--- config.mk ---
export PLATFORM = sky130hd
export DESIGN_NAME = muldiv_sequencer
export DESIGN_NICKNAME = d
export VERILOG_FILES = /design/src/rtl/muldiv_sequencer.sv
export SDC_FILE = /design/constraint.sdc
export NUM_CORES = 1
export LEC_CHECK = 0
export ABC_AREA = 0
export CAP_MARGIN = 20
export CORE_MARGIN = 3
export CORE_UTILIZATION = 46
export CTS_BUF_LIST = sky130_fd_sc_hd__clkbuf_8 sky130_fd_sc_hd__clkbuf_16
export CTS_CLUSTER_SIZE = 25
export DETAILED_ROUTE_END_ITERATION = 6
export GPL_TIMING_DRIVEN = 0
export HOLD_SLACK_MARGIN = 0.02
export PLACE_DENSITY = 0.66
export SETUP_SLACK_MARGIN = 0.2
export SYNTH_ARGS = -nofsm -noshare
export SYNTH_HDL_FRONTEND = slang
export SYNTH_SLANG_ARGS = --single-unit
--- constraint.sdc ---
create_clock -name clock -period 5.37 [get_ports clock]
set_input_delay 1.611 -clock clock [delete_from_list [all_inputs] [get_ports clock]]
set_output_delay 1.611 -clock clock [all_outputs]
set_load 0.02 [all_outputs]
--- src/rtl/muldiv_sequencer.sv ---
// rtl/muldiv_sequencer.sv - multicycle signed MULT/DIV sequencer owning the Hi/Lo registers
module muldiv_sequencer #(
    parameter int WIDTH = 32,
    parameter int CNT_W = 6
) (
    input  logic             clock,
    input  logic             reset,
    input  logic             start,
    input  logic             op,
    input  logic [WIDTH-1:0] op_a,
    input  logic [WIDTH-1:0] op_b,
    output logic             busy,
    output logic             done,
    output logic             div_zero,
    output logic [WIDTH-1:0] hi,
    output logic [WIDTH-1:0] lo
);

    localparam int ACC_W = 2 * WIDTH + 1;
    localparam logic [CNT_W-1:0] LAST_STEP = CNT_W'(WIDTH - 1);

    typedef enum logic [2:0] {
        S_IDLE,
        S_MUL,
        S_DIV,
        S_FIX,
        S_DONE
    } state_t;

    state_t           state;
    logic [CNT_W-1:0] cnt;
    // Multiply: {upper W, multiplier W, booth q-1}; divide: {remainder W+1, quotient W}
    logic [ACC_W-1:0] acc;
    // Multiplicand for MUL, divisor magnitude for DIV
    logic [WIDTH-1:0] mcand;
    logic             is_div;
    logic             neg_q;
    logic             neg_r;
    logic             dz;

    logic [WIDTH-1:0] abs_a;
    logic [WIDTH-1:0] abs_b;

    logic [WIDTH:0]   booth_upper;
    logic [WIDTH:0]   mcand_ext;
    logic [WIDTH:0]   booth_sum;
    logic [ACC_W-1:0] booth_next;

    logic [ACC_W-1:0] div_shift;
    logic [WIDTH:0]   div_trial;
    logic [ACC_W-1:0] div_next;

    logic [WIDTH-1:0] quo;
    logic [WIDTH-1:0] rem;
    logic [WIDTH-1:0] fix_lo;
    logic [WIDTH-1:0] fix_hi;

    // Operand magnitudes taken at start; 2**(W-1) maps onto itself, which is its correct unsigned magnitude
    always_comb begin
        abs_a = op_a[WIDTH-1] ? (~op_a + WIDTH'(1)) : op_a;
        abs_b = op_b[WIDTH-1] ? (~op_b + WIDTH'(1)) : op_b;
    end

    // One Booth step: add/subtract at W+1 bits so -2**(W-1) never overflows, then shift right by one
    always_comb begin
        booth_upper = {acc[ACC_W-1], acc[ACC_W-1:WIDTH+1]};
        mcand_ext   = {mcand[WIDTH-1], mcand};
        case (acc[1:0])
            2'b01:   booth_sum = booth_upper + mcand_ext;
            2'b10:   booth_sum = booth_upper - mcand_ext;
            default: booth_sum = booth_upper;
        endcase
        booth_next = {booth_sum, acc[WIDTH:1]};
    end

    // One restoring-division step: shift in the next dividend bit, keep the difference if it is non-negative
    always_comb begin
        div_shift = {acc[ACC_W-2:0], 1'b0};
        div_trial = div_shift[ACC_W-1:WIDTH] - {1'b0, mcand};
        if (div_trial[WIDTH]) begin
            div_next = div_shift;
        end else begin
            div_next = {div_trial, div_shift[WIDTH-1:1], 1'b1};
        end
    end

    // Sign fix-up for truncating division: quotient negative on sign mismatch, remainder follows the dividend
    always_comb begin
        quo    = acc[WIDTH-1:0];
        rem    = acc[2*WIDTH-1:WIDTH];
        fix_lo = neg_q ? (~quo + WIDTH'(1)) : quo;
        fix_hi = neg_r ? (~rem + WIDTH'(1)) : rem;
    end

    // Control FSM with registered busy/done/div_zero and the architectural Hi/Lo registers
    always_ff @(posedge clock) begin
        if (!reset) begin
            state    <= S_IDLE;
            cnt      <= '0;
            acc      <= '0;
            mcand    <= '0;
            is_div   <= 1'b0;
            neg_q    <= 1'b0;
            neg_r    <= 1'b0;
            dz       <= 1'b0;
            busy     <= 1'b0;
            done     <= 1'b0;
            div_zero <= 1'b0;
            hi       <= '0;
            lo       <= '0;
        end else begin
            case (state)
                S_IDLE: begin
                    done     <= 1'b0;
                    div_zero <= 1'b0;
                    if (start) begin
                        cnt    <= '0;
                        is_div <= op;
                        busy   <= 1'b1;
                        if (!op) begin
                            state <= S_MUL;
                            mcand <= op_a;
                            acc   <= {{WIDTH{1'b0}}, op_b, 1'b0};
                            neg_q <= 1'b0;
                            neg_r <= 1'b0;
                            dz    <= 1'b0;
                        end else if (op_b != '0) begin
                            state <= S_DIV;
                            mcand <= abs_b;
                            acc   <= {{(WIDTH + 1){1'b0}}, abs_a};
                            neg_q <= op_a[WIDTH-1] ^ op_b[WIDTH-1];
                            neg_r <= op_a[WIDTH-1];
                            dz    <= 1'b0;
                        end else begin
                            // Divide by zero skips iteration; FIX leaves Hi/Lo untouched
                            state <= S_FIX;
                            dz    <= 1'b1;
                        end
                    end
                end

                S_MUL: begin
                    acc <= booth_next;
                    if (cnt == LAST_STEP) begin
                        state <= S_FIX;
                    end else begin
                        cnt <= cnt + CNT_W'(1);
                    end
                end

                S_DIV: begin
                    acc <= div_next;
                    if (cnt == LAST_STEP) begin
                        state <= S_FIX;
                    end else begin
                        cnt <= cnt + CNT_W'(1);
                    end
                end

                S_FIX: begin
                    if (!dz) begin
                        if (is_div) begin
                            hi <= fix_hi;
                            lo <= fix_lo;
                        end else begin
                            hi <= acc[ACC_W-1:WIDTH+1];
                            lo <= acc[WIDTH:1];
                        end
                    end
                    state    <= S_DONE;
                    busy     <= 1'b0;
                    done     <= 1'b1;
                    div_zero <= dz;
                end

                S_DONE: begin
                    // A start seen here is dropped; the requester re-issues from IDLE
                    state    <= S_IDLE;
                    done     <= 1'b0;
                    div_zero <= 1'b0;
                    dz       <= 1'b0;
                end

                default: begin
                    state <= S_IDLE;
                    busy  <= 1'b0;
                    done  <= 1'b0;
                end
            endcase
        end
    end

endmodule
==> impl_metrics.yaml <==
yosys:
  synth_top_cell_by_area: "dfxtp_1"
  ys_seq_elements: 177
  ys_top_cells_by_area: "dfxtp_1 (24%), xnor2_1 (6.7%), nor2_1 (6.7%)"
  synth_edf_count: 0
  syn_nets: 2139
  yosysTopAreaCellShare_pct: 23.9
  async_reset_ff_share_pct: 0
  synthMostInstantiatedCell: "nor2_1"
  post_synth.cell_area_avg_um2: 7.43
  ys_types: 80
  ys_warn_count: 0
  synth_commonest_cells: "nor2_1 (265), a21oi_1 (186), dfxtp_1 (177)"
  syn_area_mm2: 0.0148
  synth-main-ff-cell: "dfxtp_1"
  yosysSeqAreaShare_pct: 23.9
  synthesis.instances: 1997
worst_setup_path:
  path_cells: "clkdlybuf4s50_1 > or4_1 > nor4_1 > nand2_1 > o31a_1 > nor3_4 > buf_2 > buf_2 > a21oi_1 > a21oi_1"
  r2r_setup_slack_ns: 0.41
  startpoint_type: "input pin"
  cp.arrival_ns: 5.53
  worst_path_largest_cell_delay_ns: 0.67
  cp_max_fo: 10
  cp_top_family: "simple AND/OR/NAND/NOR gates"
  ff2ff_path_depth: 17
  reg2reg_from: "mcand[2]"
  worst_ep_required_time_ns: 5.75
  critPathCaptureType: "flop"
  reg2reg_to: "acc[62]"
  slowest_stage: "or4_1"
  worst-path-buf-inv: 3
  path_class: "in2reg"
timing:
  final-max-slew-violation-count: 0
  fmax_mhz: 194
  setup_viol: 0
  worst_slack_ns: 0.224
  hold_violations: 0
  relSlewSlack_pct: 22.4
  skew_ns: 0.0155
  fin_crit_ns: 5.15
  grt_setup_unrepaired: "no"
  worst_pin_slew_ns: 1.15
  fin_crit_sh_pct: 95.8
min_path:
  hold_depth: 2
  hold_end: "lo[28]"
  hp-start: "lo[28]"
  hold_class: "reg2reg"
placed_design:
  place_worst_setup_slack_ns: -0.297
  gp_congestion: 1.02
  port-buffer-count: 131
  dp_cells: 2531
  dpl.hpwl_um: 49200
floorplan:
  die_area_mm2: 0.0344
  die_x_um: 186
  core_mm2: 0.0316
  start_util_pct: 46.9
  num_io_pins: 135
  die_y_um: 186
  rows: 65
run_status:
  violations: "DRC"
  status: "complete, but fails checks"
routing:
  routed_wl_um: 62300
  vias_per_cell: 6.47
  wire_per_inst_um: 24.3
  final_antenna_net_count: 0
  drcViolationCount: 16
  dr_total_vias: 16600
  drtPass1Iterations: 7
  drt_iter0_drc: 2126
global_route:
  grt_pass1_wl_um: 93200
  grt_max_degree: 18
  grt_pass1_vias: 15900
  antenna_found_initial: 0
  grt_usage_pct: 35.4
  overflow: 0
clock_network:
  clkTransAtPathRegs_ns: 0.07
  cts_buffer_depth: 2
  cts_tree: "yes"
  post_cts_buffers: 0
  cts_sinks: 177
  hold_buffers: 0
  cts-root-buf: "clkbuf_16"
  cts_buffers: 17
  clock_latency_ns: 0.46
  htreeDepth: 4
finish:
  diodes: 0
  num-nets-final: 2291
  drive_above_1_share_pct: 4.30
  fin_cells: 2564
  areaGrowthSynthToFinish_pct: 17.0
power_and_ir_drop:
  p_per_area_mw_per_mm2: 406
  max-vdd-ir-drop_uv: 229
  finalPower_w: 0.00705
  leakage_nw: 6.29
run:
  maxCapViolCount: 0
-- stage by stage --
step                setup TNS (ns)  area, µm²  utilization [%]  hold slack (ns)
global route                     0      17400             54.8            0.493
detailed placement           -4.34      16700             52.6            0.455
finish                           0      17400             54.8            0.462
global placement             -5.60      16600             52.6            0.455
CTS                              0      17300             54.6            0.465
floorplan                        0      14800                -            0.493
-- repair_timing --
item | in CTS | in global routing
resized for setup | 6 | 22
pin swaps | 0 | 0
setup endpoints to repair | 17 | 40
-- cell families after synthesis --
logic type	after synthesis	synth area share (%)
compound gates	685	30.6
xor+xnor	201	11.9
fa+ha+maj	74	6.34
buf+inv	212	5.49
flops	177	23.9
mux	38	2.61
simple gates	610	19.2
-- cell usage in the layout, fill, tap and decap left out, types with 27 or more instances in the layout --
cell               n
a211oi_1          89
a21oi_1          186
a222oi_1          45
a31oi_1           36
clkbuf_1         124
clkdlybuf4s50_1  131
dfxtp_1          177
ha_1              72
inv_1             63
mux2i_1           33
nand2_1          139
nand3_1           42
nor2_1           264
nor3_1            27
o21ai_0          127
o31ai_1           29
xnor2_1          114
xor2_1            87
-- registers in the layout (all words and copies together), names as in the netlist --
| register | cells |
|---|---|
| neg_r | 1 |
| neg_q | 1 |
| cnt | 6 |
| state | 3 |
| hi | 32 |
| dz | 1 |
| lo | 32 |
| done | 1 |
| mcand | 32 |
| div_zero | 1 |
| acc | 65 |
| busy | 1 |
| is_div | 1 |
-- layer usage --
layer  part of all wire (%)  routed length [µm]  GRT usage (%)  vias up
met1                     40               25200           45.4     7835
met4                    5.8                3590           18.3        0
met3                    9.3                5770           7.21      185
li1                       -                   -              -     7664
met5                      0                   0              0        -
met2                     45               27700           56.7      911
-- tightest hold or removal path, stage by stage, from the launching register on --
cell     delay (ns)
dfxtp_1        0.31
nand3_1        0.05
o21ai_1        0.05
-- how the worst max path moves through the flow --
stage / cells past startpoint / endpoint / slack (ns) / startpoint
after floorplan: 9 / acc[34] / 1.35 / op_b[15]
after CTS: 18 / acc[62] / 0.21 / mcand[8]
after global placement: 19 / acc[46] / -0.38 / mcand[0]
after global routing: 19 / acc[46] / 0.22 / mcand[0]
after detailed placement: 19 / acc[46] / -0.30 / mcand[0]
final: 10 / acc[14] / 0.22 / op_b[27]
-- power breakdown --
| part | switching [W] | internal [W] | total [W] |
|---|---|---|---|
| logic | 0.00248 | 0.00156 | 0.00404 |
| clock network | 0.000624 | 0.000669 | 0.00129 |
| registers | 0.000264 | 0.00145 | 0.00172 |
| total | 0.00336 | 0.00369 | 0.00705 |
-- area by class of cell --
cell class	instances	area (µm²)
timing repair buffer	133	1320
buffer	148	586
inverter	64	244
clock buffer	18	439
multi-input combinational	1608	10600
clock inverter	14	149
sequential	177	3540
fill	3114	14300
tap	402	503
No activity file was read; power rests on OpenSTA's default activity.
